==> config.mk <==
export PLATFORM = sky130hd
export DESIGN_NAME = seg_scan_mux
export DESIGN_NICKNAME = d
export VERILOG_FILES = /design/src/rtl/seg_pkg.sv /design/src/rtl/lz_blank.sv /design/src/rtl/seg_scan_mux.sv
export SDC_FILE = /design/constraint.sdc
export NUM_CORES = 1
export LEC_CHECK = 0
export ABC_CLOCK_PERIOD_IN_PS = 6200
export BUFFER_PORTS_ARGS = -buffer_cell sky130_fd_sc_hd__buf_2
export CORE_MARGIN = 2
export CORE_UTILIZATION = 60
export DETAILED_ROUTE_END_ITERATION = 10
export PLACE_DENSITY_LB_ADDON = 0.05
export RECOVER_POWER = 100
export SYNTH_ARGS = -nofsm -noshare
export SYNTH_HDL_FRONTEND = slang
export SYNTH_HIERARCHICAL = 1
export SYNTH_SLANG_ARGS = --single-unit
export TNS_END_PERCENT = 20
==> constraint.sdc <==
create_clock -name clk -period 6.2 [get_ports clk]
set_input_delay 0.93 -clock clk [delete_from_list [all_inputs] [get_ports clk]]
set_output_delay 0.93 -clock clk [all_outputs]
set_load 0.01 [all_outputs]
==> src/rtl/seg_pkg.sv <==
// Shared encodings for the 7-segment scan multiplexer: FSM states,
// digit count and the all-digits-dark enable pattern.
package seg_pkg;

    typedef enum logic [1:0] {
        ST_OFF   = 2'd0,
        ST_DRIVE = 2'd1,
        ST_GUARD = 2'd2
    } seg_state_t;

    localparam int NDIG = 4;

    localparam logic [NDIG-1:0] DIG_OFF = 4'b1111;

endpackage

==> src/rtl/lz_blank.sv <==
// Leading-zero blank mask: digit k (k >= 1) goes dark when it and every
// more significant nibble are zero. Digit 0 always stays visible.
module lz_blank
    import seg_pkg::*;
(
    input  logic [NDIG*4-1:0] shadow,
    input  logic              blank_lz,
    output logic [NDIG-1:0]   blank_mask
);

    always_comb begin
        blank_mask = '0;
        if (blank_lz) begin
            blank_mask[3] = (shadow[15:12] == 4'h0);
            blank_mask[2] = (shadow[15:8]  == 8'h0);
            blank_mask[1] = (shadow[15:4]  == 12'h0);
        end
    end

endmodule

==> src/rtl/seg_scan_mux.sv <==
// Scans four hex digits onto one shared 7-segment decoder with an all-off
// guard cycle between digits and frame-synchronous value updates.
module seg_scan_mux
    import seg_pkg::*;
#(
    parameter int DIV   = 4,
    parameter int CNT_W = 16
) (
    input  logic        clk,
    input  logic        rst_n,
    input  logic        en,
    input  logic [15:0] value,
    input  logic [3:0]  dp_in,
    input  logic        load,
    input  logic        blank_lz,
    output logic        w,
    output logic        x,
    output logic        y,
    output logic        z,
    output logic        dp_out,
    output logic [3:0]  digit_n,
    output logic        frame_done
);

    localparam logic [CNT_W-1:0] DWELL_LAST = CNT_W'(DIV - 1);

    seg_state_t       state, state_nx;
    logic [1:0]       idx, idx_nx;
    logic [CNT_W-1:0] dwell, dwell_nx;
    logic [15:0]      shadow_val, shadow_val_nx;
    logic [3:0]       shadow_dp, shadow_dp_nx;
    logic [15:0]      pend_val, pend_val_nx;
    logic [3:0]       pend_dp, pend_dp_nx;
    logic             pend, pend_nx;
    logic             transfer;

    logic [3:0]       nibble, nibble_nx;
    logic             dp_nx;
    logic [3:0]       digit_nx;
    logic             frame_done_nx;
    logic [3:0]       blank_mask;

    // Blanking is judged on the shadow value that the next cycle will show.
    lz_blank u_lz_blank (
        .shadow     (shadow_val_nx),
        .blank_lz   (blank_lz),
        .blank_mask (blank_mask)
    );

    always_ff @(posedge clk) begin
        if (!rst_n) begin
            state      <= ST_OFF;
            idx        <= '0;
            dwell      <= '0;
            shadow_val <= '0;
            shadow_dp  <= '0;
            pend_val   <= '0;
            pend_dp    <= '0;
            pend       <= 1'b0;
            nibble     <= '0;
            dp_out     <= 1'b0;
            digit_n    <= DIG_OFF;
            frame_done <= 1'b0;
        end else begin
            state      <= state_nx;
            idx        <= idx_nx;
            dwell      <= dwell_nx;
            shadow_val <= shadow_val_nx;
            shadow_dp  <= shadow_dp_nx;
            pend_val   <= pend_val_nx;
            pend_dp    <= pend_dp_nx;
            pend       <= pend_nx;
            nibble     <= nibble_nx;
            dp_out     <= dp_nx;
            digit_n    <= digit_nx;
            frame_done <= frame_done_nx;
        end
    end

    // Pending data only reaches the shadow while dark or at a frame boundary.
    always_comb begin
        state_nx      = state;
        idx_nx        = idx;
        dwell_nx      = dwell;
        shadow_val_nx = shadow_val;
        shadow_dp_nx  = shadow_dp;
        pend_val_nx   = pend_val;
        pend_dp_nx    = pend_dp;
        pend_nx       = pend;
        transfer      = 1'b0;

        case (state)
            ST_OFF: begin
                transfer = pend;
                if (en) begin
                    state_nx = ST_DRIVE;
                    idx_nx   = '0;
                    dwell_nx = '0;
                end
            end
            ST_DRIVE: begin
                if (dwell == DWELL_LAST) begin
                    state_nx = ST_GUARD;
                end else begin
                    dwell_nx = dwell + 1'b1;
                end
            end
            ST_GUARD: begin
                idx_nx   = idx + 2'd1;
                dwell_nx = '0;
                if (idx == 2'd3) begin
                    transfer = pend;
                    state_nx = en ? ST_DRIVE : ST_OFF;
                end else begin
                    state_nx = ST_DRIVE;
                end
            end
            default: begin
                state_nx = ST_OFF;
                idx_nx   = '0;
                dwell_nx = '0;
            end
        endcase

        if (transfer) begin
            shadow_val_nx = pend_val;
            shadow_dp_nx  = pend_dp;
            pend_nx       = 1'b0;
        end

        // A load on a transfer edge lands in pending after the old contents move.
        if (load) begin
            pend_val_nx = value;
            pend_dp_nx  = dp_in;
            pend_nx     = 1'b1;
        end
    end

    always_comb begin
        nibble_nx     = '0;
        dp_nx         = 1'b0;
        digit_nx      = DIG_OFF;
        frame_done_nx = 1'b0;

        case (state_nx)
            ST_DRIVE: begin
                nibble_nx = shadow_val_nx[{idx_nx, 2'b00} +: 4];
                dp_nx     = shadow_dp_nx[idx_nx];
                digit_nx  = blank_mask[idx_nx] ? DIG_OFF : ~(4'b0001 << idx_nx);
            end
            ST_GUARD: begin
                nibble_nx     = nibble;
                dp_nx         = dp_out;
                frame_done_nx = (idx_nx == 2'd3);
            end
            default: ;
        endcase
    end

    assign {w, x, y, z} = nibble;

endmodule
# Yosys cells after proc, flatten, opt, wreduce, memory -nomap -nowiden
# Index checks and enable logic that the tools add are counted.
# Widths: inputs -> output; s select.
totals:
  reg_bits: 71
  inputBits: 25
  output_inout_bits: 10
  wordCells: 60
op_classes:
  add_sub_neg: 2
  order_cmp: 1
  eq_ne: 9
  shifts: 2
  muxes: 23
  bitwise: 3
  reduce_logical: 8
op_table:
  columns: ["op", "count"]
  rows:
  - ["$mux 16", 3]
  - ["$pmux 16 s2", 1]
  - ["$add 16x1->16 const B", 1]
  - ["$eq 16x2->1 const B", 1]
  - ["$shiftx 16x5->4", 1]
  - ["$logic_not 12->1", 1]
  - ["$pmux 2 s3", 2]
  - ["$eq 2x2->1 const B", 4]
  - ["$logic_not 8->1", 1]
  - ["$pmux 4 s2", 1]
  - ["$mux 1", 7]
  - ["$mux 2", 3]
  - ["$bmux 1 s2", 2]
  - ["$eq 2x1->1 const B", 2]
  - ["$logic_not 4->1", 1]
  - ["$mux 4", 1]
  - ["$ne 2x2->1 const B", 2]
  - ["$not 4->4", 1]
  - ["$pmux 1 s2", 2]
  - ["$reduce_and 2->1", 2]
  - ["$shl 1x2->4 const A", 1]
  - ["$lt 2x3->1 const B", 1]
  - ["$mux 3", 1]
  - ["$reduce_or 3->1", 1]
  - ["4 further kinds", 5]

# Longest topological paths before layout
# Gate-level depths: netlist of the first run.
logic_depth:
  word_depth: 9
  depth_mapped: 12

# Cells and area by module
# Netlist of the first run, hierarchy kept.
by_module_without_submodules:
  columns: ["mod", "n_inst", "cells_per_inst", "area_each_um2"]
  rows:
  - ["seg_scan_mux", 1, 323, 2971.6]
  - ["lz_blank", 1, 8, 57.6]

# Worst setup path before layout of the first run
# OpenSTA, ideal clock, no wires.
synth_timing:
  kind: "reg2reg"
  from: "reg idx[0]"
  to: "reg digit_n[2]"
  setup_time_ns: 0.062
  arrival_time_ns: 2.584
  t_required_ns: 6.138
  setup_slack_ns: 3.554
  stages_incl_launch_ff: 13
  n_path_buf: 1
  synth_period_minus_slack_ns: 2.646
  path_cell_list: "dfxtp_1 -> ha_1 -> nand2b_1 -> nand2_2 -> buf_4 -> mux2i_1 -> inv_1 -> or4_1 -> nor3_1 -> inv_1 -> o32a_1 -> o2111a_1 -> nand2_1"
synth_between:
  elab_chain_cells: 9
  word_cells_on_any_way: 20
  cone_classes: "add/sub (1); eq/ne (2); shift (1); mux (10); bitwise (2); reduce/logical (4)"
synth_lines:
  columns: ["element", "line_no", "source"]
  rows:
  - ["from (decl)", "seg_scan_mux.sv:28", "logic [1:0] idx, idx_nx;"]
  - ["from (signal assigned)", "seg_scan_mux.sv:66", "idx <= idx_nx;"]
  - ["$eq 2x2->1", "seg_scan_mux.sv:111", "if (idx == 2'd3) begin"]
  - ["$mux 1", "seg_scan_mux.sv:111", null]
  - ["$pmux 1 s2", "seg_scan_mux.sv:92", "case (state)"]
  - ["$mux 16", "seg_scan_mux.sv:125", "if (transfer) begin"]
  - ["net shadow_val_nx[9]", "seg_scan_mux.sv:30", "logic [15:0] shadow_val, shadow_val_nx;"]
  - ["$logic_not 8->1", "lz_blank.sv:15", "blank_mask[2] = (shadow[15:8] == 8'h0);"]
  - ["$mux 3", "lz_blank.sv:13", "if (blank_lz) begin"]
  - ["net blank_mask[2]", "seg_scan_mux.sv:41", "logic [3:0] blank_mask;"]
  - ["$bmux 1 s2", "seg_scan_mux.sv:149", "digit_nx = blank_mask[idx_nx] ? DIG_OFF : ~(4'b0001 << idx_nx);"]
  - ["$mux 1 (not written as such)", "seg_scan_mux.sv:149", null]
  - ["$reduce_or 3->1 (no source line)", null, null]
  - ["to (signal assigned)", "seg_scan_mux.sv:75", "digit_n <= digit_nx;"]
  - ["to (decl)", "seg_scan_mux.sv:21", "output logic [3:0] digit_n,"]
# The timed path passes the listed nets, and every way through them passes these cells. The select of a mux whose other input is x is not followed.
# A chain may end at the register's enable or synchronous reset.

# Worst setup path after layout of the first run
layout_timing:
  from: "reg idx[0]"
  to: "reg digit_n[1]"
# Same word-level chain as after synthesis.

==> impl_metrics.yaml, run 1 <==
global_route:
  grt_use_total: 0.238
  grt_pass1_wl_um: 10100
  grt_max_degree: 47
  grt_pass1_vias: 2251
  grt_antenna_before_repair: 0
  grt_overflow_total: 0
clocking:
  root_buffer: "clkbuf_8"
  clockBufferDepth: 2
  cts_tree: "built"
  cts_resized: 0
  holdBufCountCts: 0
  postCtsSetupRepairBufs: 0
  htreeDepth: 3
  clk_pin_slew_ps: 70
  numCtsBuffers: 9
  clock-sinks: 71
  clk_latency_ps: 350
sta:
  slew_violations: 0
  setup_tns_ps: 0
  setup_viol: 0
  rsz0062_at_grt: "false"
  period_share: 0.524
  worst_pin_slew_ps: 1430
  clock_skew_ps: 8.07
  hold_viol: 0
  slew_headroom: 0.0470
  fin_crit_ps: 3250
  max_freq_mhz: 308
worst_setup_path:
  rrSetupSlack_ps: 2950
  required_ps: 6490
  start_kind: "register"
  crit_slowest_cell: "nand2_1"
  critPathCaptureType: "register"
  path_max_fanout: 18
  crit_type: "register to register"
  worst_ep_arrival_time_ps: 3540
  cpPeakStageDelay_ps: 710
  crit_path_cell_trace: "ha_1 > nand2b_1 > nand2_1 > mux2i_1 > inv_1 > or4b_1 > nor3_1 > inv_1 > o32a_1 > o2111a_1 > nand2_1"
power:
  peakVddDrop_uv: 219
  pwr-share-comb: 0.078
  p_leak_nw: 1.46
  p_clk_frac: 0.381
  p_int_w: 0.000667
  pwr-share-seq: 0.541
  power_density_nw_per_um2: 263
  swShare: 0.246
  p_switching_w: 0.000217
synthesis:
  synth_nets: 354
  syn_area_um2: 3010
  ys_warn_count: 6
  synth_area_per_cell_um2: 9.22
  syn_inst: 327
placed_design:
  portBuffers: 34
  gp_congestion: 0.944
  dp.cells: 413
  dp.final_hpwl_um: 4300
worst_hold_path:
  min_path_type: "register to register"
routing:
  wl_um: 6190
  vias: 2445
  dr.first_iter.drc_count: 139
  remaining_drc_errors: 0
  vias_per_cell: 5.70
  wl_per_cell_um: 14.4
  ant_nets: 0
  drt_first_pass_iters: 5
final_layout:
  syn2layout_area_growth_pct: 11.6
  insertedDiodeCount: 0
  fin_util: 0.703
  fin_nets: 384
  layout-drive-gt1-share: 0.130
  fin_cells: 429
die:
  start_util: 0.630
  fp.dieW_um: 74.9
  dieArea_um2: 5610
  fp.dieH_um: 74.9
  num_rows: 25
  core_um2: 4790
  io_pins: 35
flow_run:
  maxCapViolCount: 0
outcome:
  status: "completed"
## cells in the final DEF, fill, tap and decap left out, drive strengths merged, types with 2 or more instances in the layout
cell / instances
dfxtp: 71
buf: 23
o211ai: 3
o21ai: 16
nand4: 4
nor4: 3
inv: 21
mux2i: 37
or3: 11
clkinvlp: 2
and2: 2
a32o: 6
a222oi: 4
and4: 2
nor3: 4
nor2b: 5
nand2: 19
or2: 2
nor2: 46
a21oi: 19
ha: 2
clkbuf: 23
or4: 6
nand3: 7
o31ai: 2
a211oi: 2
nand2b: 4
## through the flow
stage                     setup WS, ps  power [W]  cell area (um2)  hold WS, ps
after floorplan                   3550   0.000539             3010          452
after global placement            3310   0.000557             3200          439
after detailed placement          3280   0.000558             3200          447
after CTS                         3250   0.000892             3380          463
after global routing              2650   0.000921             3360          489
final                             2950   0.000884             3360          467
## worst paths after layout
| kind | cells after the start | from | to |
|---|---|---|---|
| worst max-delay path | 11 | idx[0] | digit_n[1] |
| worst min register to register | 2 | nibble[2] | nibble[2] |
| worst min-delay path | 2 | nibble[2] | nibble[2] |
| worst max register to register | 11 | idx[0] | digit_n[1] |
## power by group through the flow
stage / combinational [W] / clock [W] / sequential [W]
3_5_place_dp: 0.0000690 / 0 / 0.000489
5_1_grt: 0.0000766 / 0.000364 / 0.000480
3_3_place_gp: 0.0000678 / 0 / 0.000489
2_1_floorplan: 0.0000533 / 0 / 0.000485
4_1_cts: 0.0000691 / 0.000344 / 0.000478
6_report: 0.0000686 / 0.000337 / 0.000479
## cell type report
class,instances,area (um2)
clock buffers,12,155
fillers,404,1420
repair buffers,34,156
inverters,20,75.1
multi-input cells,221,1440
clock inverters,4,28.8
flip-flops and latches,71,1420
well taps,67,83.8
## per-layer routing
layer / global-route usage / vias to the layer above / share of wire
li1: - / 1227 / -
met1: 0.289 / 1154 / 0.46
met2: 0.393 / 52 / 0.48
met3: 0.0830 / 12 / 0.043
met4: 0.0873 / 0 / 0.018
met5: 0 / - / 0
## state kept, by name (all words and copies together) (netlist names)
| signal | count |
|---|---|
| dwell | 16 |
| pend_val | 16 |
| shadow_val | 16 |
| digit_n | 4 |
| nibble | 4 |
| pend_dp | 4 |
| shadow_dp | 4 |
| idx | 2 |
| state | 2 |
| dp_out | 1 |
| frame_done | 1 |
| pend | 1 |
## critical path, delay by kind of cell (launching register included)
kind | cells | cell delay (ps)
and+or+nand+nor | 5 | 1770
DFF | 1 | 370
muxes | 1 | 350
AOI/OAI and AO/OA | 2 | 340
adders and majority gates | 1 | 240
buffers and inverters | 2 | 120
(Power assumes the default switching activity.)
==> inputs of run 2 (changes only) <==
Settings changed: ABC_CLOCK_PERIOD_IN_PS 6200 to 2700, CORE_UTILIZATION 60 to 52.
Clock period 6.2 ns to 2.7 ns, I/O delays scaled along.
==> run 2 against run 1 <==
  * The flow now finishes with violations (max-capacitance violations, max-slew violations)
  * Total power rose by 140%
  * Flip-flop and latch count did not move
  * Routed wire length grew 6.4%
  * Register-to-register slack worse by 2800 ps
  * Final area grew 4.9%
  * Critical path type unchanged
  * Largest power group unchanged
==> impl_metrics.yaml, run 2 (synthesis gave the netlist of run 1 again) <==
outcome:
  status: "finished, violations left"
  violations: "max-capacitance violations, max-slew violations"
power:
  pwr-share-seq: 0.527
  pwr-share-comb: 0.091
  p_clk_frac: 0.382
  p_leak_nw: 1.54
  power_density_nw_per_um2: 589
  p_switching_w: 0.000497
  fin_total_pwr_w: 0.00208
  swShare: 0.239
  peakVddDrop_uv: 372
  p_int_w: 0.00158
final_layout:
  nFillCells: 491
  final_common_cell: "dfxtp_1"
  reg.largest.list: "dwell x16, pend_val x16, shadow_val x16"
  final_cell_mix: "dfxtp_1, nor2_1, mux2i_1, buf_2"
  multi_input_area_um2: 1470
  regArea_um2: 1420
  fin_nets: 404
  layout-drive-gt1-share: 0.186
  syn2layout_area_growth_pct: 17.1
  insertedDiodeCount: 0
  fin_cells: 453
sta:
  clock_skew_ps: 4.76
  worst_slack_ps: 186
  setup_viol: 0
  hold_viol: 0
  setup_tns_ps: 0
  period_share: 0.931
  slew_headroom: -0.00852
  worst_pin_slew_ps: 1510
  fin_crit_ps: 2510
  max_freq_mhz: 398
  hold-worst-slack_ps: 305
  slew_violations: 22
global_route:
  grt_antenna_before_repair: 0
  grt_pass1_wl_um: 11100
  grt_use_total: 0.223
  grt_overflow_total: 0
  grt_max_degree: 46
  grt_pass1_vias: 2411
routing:
  drt_first_pass_iters: 6
  remaining_drc_errors: 0
  vias_per_cell: 5.53
  ant_nets: 0
  wl_um: 6580
  dr.first_iter.drc_count: 117
  wl_per_cell_um: 14.5
  vias: 2503
die:
  fp.dieW_um: 80.1
  dieArea_um2: 6420
  num_rows: 27
  fp.dieH_um: 80.1
  io_pins: 35
  core_um2: 5540
  start_util: 0.544
clocking:
  clock-sinks: 71
  htreeDepth: 3
  clk_pin_slew_ps: 70
  clockBufferDepth: 2
  clk_latency_ps: 330
  root_buffer: "clkbuf_8"
  cts_tree: "built"
  numCtsBuffers: 9
placed_design:
  dp.cells: 435
  portBuffers: 34
  gp_congestion: 0.848
  dp.final_hpwl_um: 4640
  dp_slack_ps: 42.6
worst_setup_path:
  critPathCaptureType: "register"
  cpPeakStageDelay_ps: 490
  required_ps: 2970
  critical-path-top-delay-family: "simple AND/OR/NAND/NOR gates"
  worst_ep_arrival_time_ps: 2790
  crit_slowest_cell: "or4_4"
  path_max_fanout: 8
  start_kind: "register"
  crit_type: "register to register"
  crit_buf_inv: 2
  crit_path_cell_trace: "ha_1 > nand2b_2 > nand2_4 > buf_4 > mux2i_1 > inv_1 > or4_4 > nor4_2 > a22oi_1 > o2111a_1 > nand2_1"
worst_hold_path:
  min_path_type: "primary input to register"
flow_run:
  maxCapViolCount: 1
## run 2: power by group through the flow
| stage | logic [W] | clock network (W) | registers (W) |
|---|---|---|---|
| 3_5_place_dp | 0.000179 | 0 | 0.00112 |
| 5_1_grt | 0.000212 | 0.000853 | 0.00110 |
| 4_1_cts | 0.000180 | 0.000805 | 0.00110 |
| 3_3_place_gp | 0.000176 | 0 | 0.00112 |
| 6_report | 0.000189 | 0.000794 | 0.00110 |
| 2_1_floorplan | 0.000122 | 0 | 0.00111 |
## run 2: area by class of cell
| cell class | count | area share |
|---|---|---|
| multi-input cells | 221 | 0.418 |
| well taps | 72 | 0.0255 |
| repair buffers | 54 | 0.0826 |
| flip-flops and latches | 71 | 0.403 |
| clock buffers | 10 | 0.0362 |
| clock inverters | 5 | 0.0142 |
| inverters | 20 | 0.0213 |
## run 2: stage by stage
step / cell area (um2) / utilization
final: 3530 / 0.637
after global routing: 3530 / 0.637
after CTS: 3510 / 0.633
after detailed placement: 3330 / 0.601
after global placement: 3330 / 0.601
after floorplan: 3010 / -
## run 2: repair_timing
action                                  CTS  global route
hold buffers                              0             0
setup buffers                             0             3
endpoints found under the setup margin    0             4
gates resized for setup                   0             7
## run 2: worst paths after layout
| kind | start | endpoint | slack, ps | cells past startpoint |
|---|---|---|---|---|
| worst min register to register | nibble[2] | nibble[2] | 460 | 2 |
| worst min-delay path | value[12] | pend_val[12] | 310 | 3 |
| worst max-delay path | idx[1] | digit_n[1] | 190 | 11 |
| worst max register to register | idx[1] | digit_n[1] | 190 | 11 |
## run 2: routing by layer
layer	vias up	global-route usage	routed length (um)	part of all wire
met4	0	0.107	151	0.023
li1	1264	-	-	-
met1	1174	0.295	3200	0.49
met2	50	0.356	3010	0.46
met3	15	0.0348	217	0.033
met5	-	0	0	0
## run 2: worst register-to-register path, cell delays in order, from the launching register on
cell,delay [ps]
dfxtp_1,350
ha_1,210
nand2b_2,230
nand2_4,160
buf_4,130
mux2i_1,230
inv_1,60
or4_4,490
nor4_2,220
a22oi_1,100
o2111a_1,210
nand2_1,80
